[config.mk]
export PLATFORM = sky130hd
export DESIGN_NAME = uart_word_tx_flat
export DESIGN_NICKNAME = d
export VERILOG_FILES = /design/src/rtl/uart_link_pkg.sv /design/src/rtl/uart_word_tx_if.sv /design/src/rtl/uart_byte_tx.sv /design/src/rtl/uart_word_tx.sv /design/src/flat_wrapper.sv
export SDC_FILE = /design/constraint.sdc
export NUM_CORES = 1
export LEC_CHECK = 0
export BUFFER_PORTS_ARGS = -buffer_cell sky130_fd_sc_hd__buf_2
export CORE_MARGIN = 8
export CORE_UTILIZATION = 57
export CTS_CLUSTER_SIZE = 28
export DETAILED_ROUTE_END_ITERATION = 10
export HOLD_SLACK_MARGIN = 0.06
export PLACE_DENSITY_LB_ADDON = 0.2
export SLEW_MARGIN = 0
export SYNTH_ARGS = -nofsm -noshare
export SYNTH_HDL_FRONTEND = slang
export SYNTH_SLANG_ARGS = --single-unit
[constraint.sdc]
create_clock -name clock -period 9 [get_ports clock]
set_clock_uncertainty 0.1 [all_clocks]
set_input_delay 1.8 -clock clock [delete_from_list [all_inputs] [get_ports clock]]
set_output_delay 1.8 -clock clock [all_outputs]
set_load 0.05 [all_outputs]
[src/rtl/uart_link_pkg.sv]
// -----------------------------------------------------------------------------
// uart_link_pkg
// Shared constants and state encodings for the 128-bit UART link.
//
// Contents:
//   UART_CLKS_PER_BIT_50M  clock cycles per bit at 50 MHz / 115200 baud
//   LINK_WORD_BYTES        bytes per link word (word width = 8 * bytes)
//   UART_IDLE_LEVEL        level of an idle UART line
//   byte_state_t           per-byte framing states (uart_byte_tx)
//   word_state_t           word sequencing states (uart_word_tx)
//   tx_dbg_t               combined state view exported for checkers
//
// Optional feature macro: UART_TX_PARITY_EN adds the B_PARITY state.
// -----------------------------------------------------------------------------
package uart_link_pkg;

  localparam int UART_CLKS_PER_BIT_50M = 434;
  localparam int LINK_WORD_BYTES       = 16;
  localparam logic UART_IDLE_LEVEL     = 1'b1;

  typedef enum logic [2:0] {
    B_IDLE   = 3'd0,
    B_START  = 3'd1,
    B_DATA   = 3'd2,
`ifdef UART_TX_PARITY_EN
    B_PARITY = 3'd4,
`endif
    B_STOP   = 3'd3
  } byte_state_t;

  typedef enum logic [1:0] {
    W_IDLE     = 2'd0,
    W_SEND     = 2'd1,
    W_WAIT_ACK = 2'd2
  } word_state_t;

  typedef struct packed {
    word_state_t word_state;
    byte_state_t byte_state;
  } tx_dbg_t;

endpackage

[src/rtl/uart_word_tx_if.sv]
// -----------------------------------------------------------------------------
// uart_word_tx_if
// Host-side word handshake of the UART word transmitter.
//
// Signals:
//   tx_wr    host -> tx   one-cycle strobe, latch tx_data and start a frame
//   tx_data  host -> tx   word to send (8*NUM_BYTES bits)
//   busy     tx -> host   high from the cycle after an accepted tx_wr until done
//   done     tx -> host   one-cycle pulse when the peer acknowledges the word
//
// Handshake: tx_wr is a fire-and-forget strobe. It is accepted only while busy
// is low; a strobe seen while busy is high is dropped (no queueing). Each
// accepted strobe is answered by exactly one done pulse, and busy falls in the
// same cycle that done is high.
// -----------------------------------------------------------------------------
interface uart_word_tx_if #(
  parameter int NUM_BYTES = 16
);
  logic                   tx_wr;
  logic [8*NUM_BYTES-1:0] tx_data;
  logic                   busy;
  logic                   done;

  modport master (output tx_wr, output tx_data, input busy, input done);
  modport slave  (input tx_wr, input tx_data, output busy, output done);
endinterface

[src/rtl/uart_byte_tx.sv]
// -----------------------------------------------------------------------------
// uart_byte_tx
// Sends one byte as a UART frame: start bit, 8 data bits LSB first,
// optional even-parity bit, stop bit. Each bit lasts CLKS_PER_BIT cycles.
//
// Ports:
//   clock      system clock
//   reset      synchronous, active-high reset
//   start      load data and begin a frame when ready is high
//   data       byte to send
//   ready      high in IDLE and in the final cycle of a stop bit; a start in
//              that final stop cycle chains the next frame with no idle gap
//   tx         serial line, idles high
//   state_dbg  current framing state
//
// Optional feature macro: UART_TX_PARITY_EN inserts a parity bit after the
// data bits (11-bit frames instead of 10).
// -----------------------------------------------------------------------------
module uart_byte_tx
  import uart_link_pkg::*;
#(
  parameter int CLKS_PER_BIT = UART_CLKS_PER_BIT_50M
) (
  input  logic        clock,
  input  logic        reset,
  input  logic        start,
  input  logic [7:0]  data,
  output logic        ready,
  output logic        tx,
  output byte_state_t state_dbg
);

  localparam int TW = (CLKS_PER_BIT > 1) ? $clog2(CLKS_PER_BIT) : 1;
  localparam logic [TW-1:0] TIMER_LAST = TW'(CLKS_PER_BIT - 1);

  byte_state_t   state_q, state_d;
  logic [TW-1:0] timer_q, timer_d;
  logic [2:0]    bit_q, bit_d;
  logic [7:0]    byte_q, byte_d;
  logic          last_tick;

  always_ff @(posedge clock) begin
    if (reset) begin
      state_q <= B_IDLE;
      timer_q <= '0;
      bit_q   <= '0;
      byte_q  <= '0;
    end else begin
      state_q <= state_d;
      timer_q <= timer_d;
      bit_q   <= bit_d;
      byte_q  <= byte_d;
    end
  end

  assign last_tick = (timer_q == TIMER_LAST);

  always_comb begin
    state_d = state_q;
    timer_d = timer_q;
    bit_d   = bit_q;
    byte_d  = byte_q;
    ready   = 1'b0;
    tx      = UART_IDLE_LEVEL;

    // The bit timer runs in every non-idle state and wraps on each boundary.
    if (state_q != B_IDLE) begin
      timer_d = last_tick ? '0 : timer_q + 1'b1;
    end

    case (state_q)
      B_IDLE: begin
        ready = 1'b1;
        if (start) begin
          state_d = B_START;
          byte_d  = data;
          bit_d   = '0;
          timer_d = '0;
        end
      end
      B_START: begin
        tx = 1'b0;
        if (last_tick) begin
          state_d = B_DATA;
          bit_d   = '0;
        end
      end
      B_DATA: begin
        tx = byte_q[bit_q];
        if (last_tick) begin
          if (bit_q == 3'd7) begin
`ifdef UART_TX_PARITY_EN
            state_d = B_PARITY;
`else
            state_d = B_STOP;
`endif
          end else begin
            bit_d = bit_q + 1'b1;
          end
        end
      end
`ifdef UART_TX_PARITY_EN
      B_PARITY: begin
        tx = ^byte_q;
        if (last_tick) begin
          state_d = B_STOP;
        end
      end
`endif
      B_STOP: begin
        tx = 1'b1;
        if (last_tick) begin
          // Chain straight into the next start bit when the sequencer has one.
          ready = 1'b1;
          if (start) begin
            state_d = B_START;
            byte_d  = data;
            bit_d   = '0;
          end else begin
            state_d = B_IDLE;
          end
        end
      end
      default: begin
        state_d = B_IDLE;
      end
    endcase
  end

  assign state_dbg = state_q;

endmodule

[src/rtl/uart_word_tx.sv]
// -----------------------------------------------------------------------------
// uart_word_tx
// Transmit half of the 128-bit UART link. A tx_wr strobe latches a word that
// is sent as NUM_BYTES back-to-back UART frames, most significant byte first.
// After the last stop bit the block waits for a rising edge on received_rx
// from the peer, then pulses done and returns to idle.
//
// Ports:
//   clock        system clock (50 MHz)
//   reset        synchronous, active-high reset
//   host         uart_word_tx_if.slave: tx_wr, tx_data, busy, done
//   received_rx  peer acknowledge level; rising edge = word accepted
//   uart_tx      serial line, idles high
//   state_dbg    word sequencing state and byte framing state
//
// Optional feature macro: UART_TX_PARITY_EN (even parity bit per byte,
// implemented in uart_byte_tx).
// -----------------------------------------------------------------------------
module uart_word_tx
  import uart_link_pkg::*;
#(
  parameter int CLKS_PER_BIT = UART_CLKS_PER_BIT_50M,
  parameter int NUM_BYTES    = LINK_WORD_BYTES
) (
  input  logic          clock,
  input  logic          reset,
  uart_word_tx_if.slave host,
  input  logic          received_rx,
  output logic          uart_tx,
  output tx_dbg_t       state_dbg
);

  localparam int WW = 8 * NUM_BYTES;
  localparam int IW = (NUM_BYTES > 1) ? $clog2(NUM_BYTES) : 1;
  localparam logic [IW-1:0] IDX_FIRST = IW'(NUM_BYTES - 1);

  word_state_t   state_q, state_d;
  logic [WW-1:0] word_q, word_d;
  logic [IW-1:0] idx_q, idx_d;
  logic          rx_cur_q, rx_prev_q;
  logic          done_q, done_d;
  logic          rx_rise;

  logic          byte_start;
  logic [7:0]    byte_data;
  logic          byte_ready;
  byte_state_t   byte_state;

  always_ff @(posedge clock) begin
    if (reset) begin
      state_q   <= W_IDLE;
      word_q    <= '0;
      idx_q     <= '0;
      rx_cur_q  <= 1'b0;
      rx_prev_q <= 1'b0;
      done_q    <= 1'b0;
    end else begin
      state_q   <= state_d;
      word_q    <= word_d;
      idx_q     <= idx_d;
      rx_cur_q  <= received_rx;
      rx_prev_q <= rx_cur_q;
      done_q    <= done_d;
    end
  end

  // Edge detect on the registered acknowledge; a level that is already high
  // when WAIT_ACK is entered never produces a rise.
  assign rx_rise = rx_cur_q & ~rx_prev_q;

  always_comb begin
    state_d    = state_q;
    word_d     = word_q;
    idx_d      = idx_q;
    done_d     = 1'b0;
    byte_start = 1'b0;
    byte_data  = word_q[{idx_q, 3'b000} +: 8];

    case (state_q)
      W_IDLE: begin
        if (host.tx_wr) begin
          // The first byte goes straight from the bus so its start bit
          // appears on the line in the very next cycle.
          word_d     = host.tx_data;
          idx_d      = IDX_FIRST;
          state_d    = W_SEND;
          byte_start = 1'b1;
          byte_data  = host.tx_data[WW-1 -: 8];
        end
      end
      W_SEND: begin
        if (byte_ready) begin
          if (idx_q != '0) begin
            idx_d      = idx_q - 1'b1;
            byte_start = 1'b1;
            byte_data  = word_q[{idx_d, 3'b000} +: 8];
          end else begin
            state_d = W_WAIT_ACK;
          end
        end
      end
      W_WAIT_ACK: begin
        if (rx_rise) begin
          done_d  = 1'b1;
          state_d = W_IDLE;
        end
      end
      default: begin
        state_d = W_IDLE;
      end
    endcase
  end

  uart_byte_tx #(
    .CLKS_PER_BIT (CLKS_PER_BIT)
  ) u_byte_tx (
    .clock     (clock),
    .reset     (reset),
    .start     (byte_start),
    .data      (byte_data),
    .ready     (byte_ready),
    .tx        (uart_tx),
    .state_dbg (byte_state)
  );

  assign host.busy = (state_q != W_IDLE);
  assign host.done = done_q;

  assign state_dbg.word_state = state_q;
  assign state_dbg.byte_state = byte_state;

endmodule

[src/flat_wrapper.sv]
// flat-port wrapper written by rule: the top's interface ports become plain ports
module uart_word_tx_flat import uart_link_pkg::*;
#(
  parameter int CLKS_PER_BIT = UART_CLKS_PER_BIT_50M,
  parameter int NUM_BYTES    = LINK_WORD_BYTES
)
  (clock, reset, received_rx, uart_tx, state_dbg, host_tx_wr, host_tx_data, host_busy, host_done);
  uart_word_tx_if #(.NUM_BYTES(NUM_BYTES)) host_i ();
  input  logic clock;
  input  logic reset;
  input  logic received_rx;
  output logic uart_tx;
  output tx_dbg_t state_dbg;
  input wire logic [$bits(host_i.tx_wr)-1:0] host_tx_wr;
  input wire logic [$bits(host_i.tx_data)-1:0] host_tx_data;
  output wire logic [$bits(host_i.busy)-1:0] host_busy;
  output wire logic [$bits(host_i.done)-1:0] host_done;
  assign host_i.tx_wr = host_tx_wr;
  assign host_i.tx_data = host_tx_data;
  assign host_busy = host_i.busy;
  assign host_done = host_i.done;
  uart_word_tx #(.CLKS_PER_BIT(CLKS_PER_BIT), .NUM_BYTES(NUM_BYTES)) u_core (.clock(clock), .reset(reset), .host(host_i), .received_rx(received_rx), .uart_tx(uart_tx), .state_dbg(state_dbg));
endmodule
; Word level (Yosys, flattened, before mapping)
; Index checks and enable logic that the tools add are counted.
[classes]
addsub = 3
multipliers = 0
div = 0
order_cmp = 1
n_eq_ne = 18
shifts = 2
muxes = 43
bitwise_logic = 3
n_reduce_logical = 15
[op_table]
columns = operator, n
row1 = variable part select 128 x 8 -> 8 bit, 2
row2 = two-way mux 8 bit, 5
row3 = two-way mux 9 bit, 4
row4 = one-hot mux 8 bit (2 select lines), 2
row5 = two-way mux 3 bit, 10
row6 = one-hot mux 3 bit (4 select lines), 2
row7 = inequality test 2 bit (second input constant), 7
row8 = two-way mux 4 bit, 3
row9 = AND reduction 5 bit, 2
row10 = adder 9 x 1 -> 9 bit (second input constant), 1
row11 = equality test 9 bit (second input constant), 1
row12 = two-way mux 2 bit, 4
row13 = inequality test 2 x 1 -> 1 bit (second input constant), 4
row14 = one-hot mux 4 bit (2 select lines), 1
row15 = AND reduction 4 bit, 2
row16 = nonzero test 4 bit, 2
row17 = two-way mux 1 bit, 7
row18 = equality test 3 x 2 -> 1 bit (second input constant), 2
row19 = one-hot mux 1 bit (2 select lines), 3
row20 = one-hot mux 2 bit (3 select lines), 1
row21 = nonzero test 2 bit, 3
row22 = < comparator 3 x 4 -> 1 bit (second input constant), 1
row23 = AND reduction 2 bit, 2
row24 = subtractor 4 x 1 -> 4 bit (second input constant), 1
row25 = other kinds (12), 13
[word_totals]
regBits = 160
latch_bits = 0
ramBits = 0
mem_bits_ro = 0
input_bits = 132
output_inout_bits = 8
wordCells = 95
mem_count = 0

; Longest topological paths before layout
[depth]
depth_word = 8
mapped_depth = 12
mapped_depth_nobuf = 7

; Hierarchy
; Synthesis repeated with hierarchy kept, for this count alone.
[unflattened]
hier_cells = 1002
hier_area_um2 = 8272.9
[by_module_without_submodules]
columns = module, n_inst, cells_each, area_each_um2, seq_area_each_um2
row1 = uart_word_tx, 1, 863, 7005.5, 2742.6
row2 = uart_byte_tx, 1, 139, 1267.5, 440.4

; Worst setup path before layout
; No wires, ideal clock.
[synth_path]
path_kind = reg2out
from = register u_core.u_byte_tx.state_q[1] (netlist: u_core.u_byte_tx.state_dbg[1])
to = output port uart_tx
t_arrival_ns = 2.037
required_ns = 7.100
setup_slack_ns = 5.063
stages_incl_launch_ff = 4
path_buffers = 1
path_cell_list = dfxtp_1 > ha_1 > clkbuf_1 > mux2i_1
[synth_via]
elab_chain_cells = 2
word_cells_on_any_way = 3
classes_between = 2 x eq/ne / 1 x mux
[synth_lines]
columns = item, line
row1 = from (decl), uart_byte_tx.sv:36  ; byte_state_t state_q, state_d;
row2 = from (signal assigned), uart_byte_tx.sv:49  ; state_q <= state_d;
row3 = equality test 3 x 2 -> 1 bit / equality test 3 x 1 -> 1 bit (equally long branches), uart_byte_tx.sv:71  ; case (state_q)
row4 = one-hot mux 1 bit (2 select lines) *, uart_byte_tx.sv:71
row5 = to (decl), flat_wrapper.sv:12  ; output logic uart_tx;
; Mark *: on every way between the ends. The rest lies on a longest branch, timed or not.

; Worst setup path after layout
[layout_path]
from = register u_core.u_byte_tx.bit_q[0]
to = output port uart_tx
[layout_via]
elab_chain_cells = 3
[layout_lines]
columns = item, line
row1 = from (decl), uart_byte_tx.sv:38  ; logic [2:0] bit_q, bit_d;
row2 = from (signal assigned), uart_byte_tx.sv:51  ; bit_q <= bit_d;
row3 = binary-select mux 1 bit (select 3 bit), uart_byte_tx.sv:89  ; tx = byte_q[bit_q];
row4 = two-way mux 1 bit (implied by the code), uart_byte_tx.sv:89
row5 = one-hot mux 1 bit (2 select lines), uart_byte_tx.sv:71
; Every way passes these cells. The select of a mux whose other input is x is not followed.

==> results by group <==
Outcome
  • Run status: finished clean

Final layout
  • Number of diodes: 0
  • Area of the multi-input gates: about 0.0036 mm^2
  • Layout Area Growth over Synthesis: 19.0%
  • Fraction of layout cells with a size suffix above 1: 26.2%
  • Nets: 1,054
  • Fillers: 1,031
  • Sequential Area: 0.00318 mm^2
  • Final Instance Area: 0.00848 mm^2

STA
  • Hold_ws: 354 ps
  • RSZ-0062 raised after global routing: false
  • Period utilization: between 40% and 50%
  • Final hold vios: 0
  • Worst Tran Pin Value: 1020 ps
  • Minimum clock period: approximately 3800 ps
  • Final setup vio count: 0
  • Total negative slack: 0 ps
  • Slew HR: 31.7%
  • Max Clock Freq: 262 MHz
  • Max Slew Vio Count: 0

Clocking
  • CTS H-Tree Depth: 4
  • Worst skew pair latency: 420 ps
  • Resized Gates After CTS: 0
  • Clock Sinks: 159
  • Number of setup buffers added after CTS: 0
  • Clock Tree Root: clkbuf_16
  • Worst-path clk slew: 60 ps
  • CTS Hold Buffers Added: 0
  • Clock Path Buffers: 2
  • Clock buffer count from CTS: 17
  • CTS tree: done

Floorplanning
  • Starting Density: 57.4%
  • Boundary Pins: 140
  • Die height: around 130 um
  • DIE WIDTH: 128 um
  • DIE AREA: 0.0163 mm^2
  • Std-Cell Rows: 41
  • Core area: 0.0124 mm^2

Power and ir drop
  • Sw Share: 32.9%
  • Max VDD drop: 164 uV
  • Clock Power Share: between 30% and 40%
  • Pleak: 0.00334 uW
  • PD cells: 288 mW/mm^2
  • Internal power: 1640 uW
  • NetSw: 803 uW
  • Sequential cell fraction of total power: 34.8%
  • Comb power frac: 31.4%

Setup path
  • CP Class: reg -> out
  • Critical Path Sink Type: primary output
  • Worst EP required: between 7000 and 8000 ps
  • Crit start category: register
  • R2R cell count: 6
  • WP data arrival: 1920 ps
  • Worst-path fanout max: 5

Logic synthesis
  • Synth Cell Area: 0.00713 mm^2
  • Number of synthesized flops with an enable pin: 0
  • Ys async rst share: 0%
  • Part of the Yosys area used for sequential elements: 44.6%
  • Synth Register Bits: ~160
  • Synth cell types: 51
  • Syn Area/Cell: 8.76 um^2
  • Gate Count Post-Synth: just over 800
  • Ys Warns: 0
  • Post-Syn Nets: ~960
  • Predominant post-synthesis flop cell: dfxtp_1

Job
  • Max Cap Viol: 0

Global routing
  • Initial antenna violation count: 0
  • Total global routing overflow: 0
  • Global route hottest layer: met2
  • First-pass GRT wire length: around 29,000 um
  • Largest net degree at the start of global routing: just over 100
  • Gr usage total: 22.5%
  • Met3 GRT Util: under 10%
  • Via count of the first global-routing pass: slightly above 6,000
  • Grt met2 use: 37.2%
  • Met1 Use GR: between 20% and 30%

Placement
  • Final HPWL DP: 12,200 um
  • DP Area: approximately 0.008 mm^2
  • IO buf count: 138
  • RePlAce Congestion: 0.798

Detailed routing
  • Total Wirelength: between 15,000 and 20,000 um
  • DRT iter0 DRCs: 495
  • Per-cell routed wire length: around 16 um
  • Via count of the routed design: around 6,100
  • Routed Antenna Nets: 0
  • Via density: 5.58
  • Residual DRC: 0
  • Router iterations before antenna repair: 5

Worst hold path
  • Hold Path Stages: 2
  • Worst Hold Class: reg -> reg
power by group through the flow:
stage	logic (uW)	clock network, uW	registers, uW
after floorplan	601	0	864
after global placement	747	0	856
after detailed placement	765	0	864
after CTS	769	831	850
after global routing	835	861	860
final	768	824	851
cell type report:
type | count | area share, %
Tap cell | 172 | 2.54
Timing Repair Buffer | 143 | 8.61
Multi-Input combinational cell | 577 | 42.7
Inverter | 15 | 0.664
Clock inverter | 10 | 2.43
Clock buffer | 21 | 5.55
Sequential cell | 159 | 37.5
worst max-delay path, stage by stage, from the launching register on:
cell and delay (ps):
dfxtp_1 470, mux4_2 540, mux2i_1 140, mux2i_1 110, buf_2 230
sequential cells by signal, summed over array words and instances (netlist names):
signal and count:
u_core.rx_prev_q 1, u_core.u_byte_tx.bit_q 3, u_core.u_byte_tx.byte_q 8, u_core.word_q 128, u_core.rx_cur_q 1, u_core.u_byte_tx.state_dbg 2
u_core.host.done 1, u_core.state_q 2, u_core.u_byte_tx.timer_q 9, u_core.idx_q 4
stage by stage:
stage               std cells  util, %  setup WS (ps)  total power (uW)
floorplan                 814        -           5060              1460
global placement         1066     62.9           5300              1600
detailed placement       1066     62.9           5260              1630
CTS                      1097     68.3           5170              2450
global route             1097     68.3           5120              2560
finish                   1097     68.3           5180              2440
cell families (layout without fill, tap and decap cells):
kind of cell,Yosys count,in the layout,synth area share (%)
multiplexers,53,53,13.7
flip-flops,159,159,44.6
XOR/XNOR,3,3,0.474
buffers and inverters,78,189,4.81
AO/OA/AOI/OAI,196,196,16.4
adder cells (fa/ha/maj),9,9,1.58
other,1,1,0.0526
AND/OR/NAND/NOR,315,315,18.4
cell usage after synthesis, drive strengths merged (4+ instances only):
library cell  count  share of area [%]
o21ai            10               0.70
mux4             34                 11
nor3              4               0.35
mux2             16                2.5
inv              15               0.79
dfxtp           159                 45
nor2             20                1.2
a32oi             8               0.98
a221oi            8                1.7
clkbuf           40                2.1
buf              23                1.9
a31oi             9               0.88
ha                9                1.6
and3              5               0.44
nand3b            5               0.53
nand3             5               0.35
a21oi           145                 10
nand2           257                 14
a211oi            5               0.53
worst paths after layout:
check        slack (ps)                                 endpoint                                    from
max                5180                                  uart_tx  u_core.u_byte_tx.bit_q[0]$_SDFFE_PP0P_
min                 350            u_core.word_q[7]$_SDFFE_PP0P_           u_core.word_q[7]$_SDFFE_PP0P_
max reg2reg        6100  u_core.u_byte_tx.byte_q[1]$_SDFFE_PP0P_            u_core.idx_q[1]$_SDFFE_PP0P_
min reg2reg         350            u_core.word_q[7]$_SDFFE_PP0P_           u_core.word_q[7]$_SDFFE_PP0P_
placed cells by master, fill, tap and decap left out, drive strengths merged, types with 5 or more instances in the layout:
master  instances
nand3b          5
a32oi           8
clkbuf         21
a221oi          8
nor2           20
and3            5
dfxtp         159
o21ai          10
a211oi          5
nand3           5
a31oi           9
nand2         257
a21oi         145
ha              9
mux2           16
buf           143
inv            16
mux4           34
bufinv          6
per-layer routing:
| metal | vias to the layer above | wire (um) |
|---|---|---|
| met4 | 0 | 432 |
| met3 | 34 | 939 |
| met1 | 2869 | 7770 |
| met2 | 197 | 8850 |
| li1 | 3018 | - |
| met5 | - | 0 |
(Power assumes the default switching activity.)
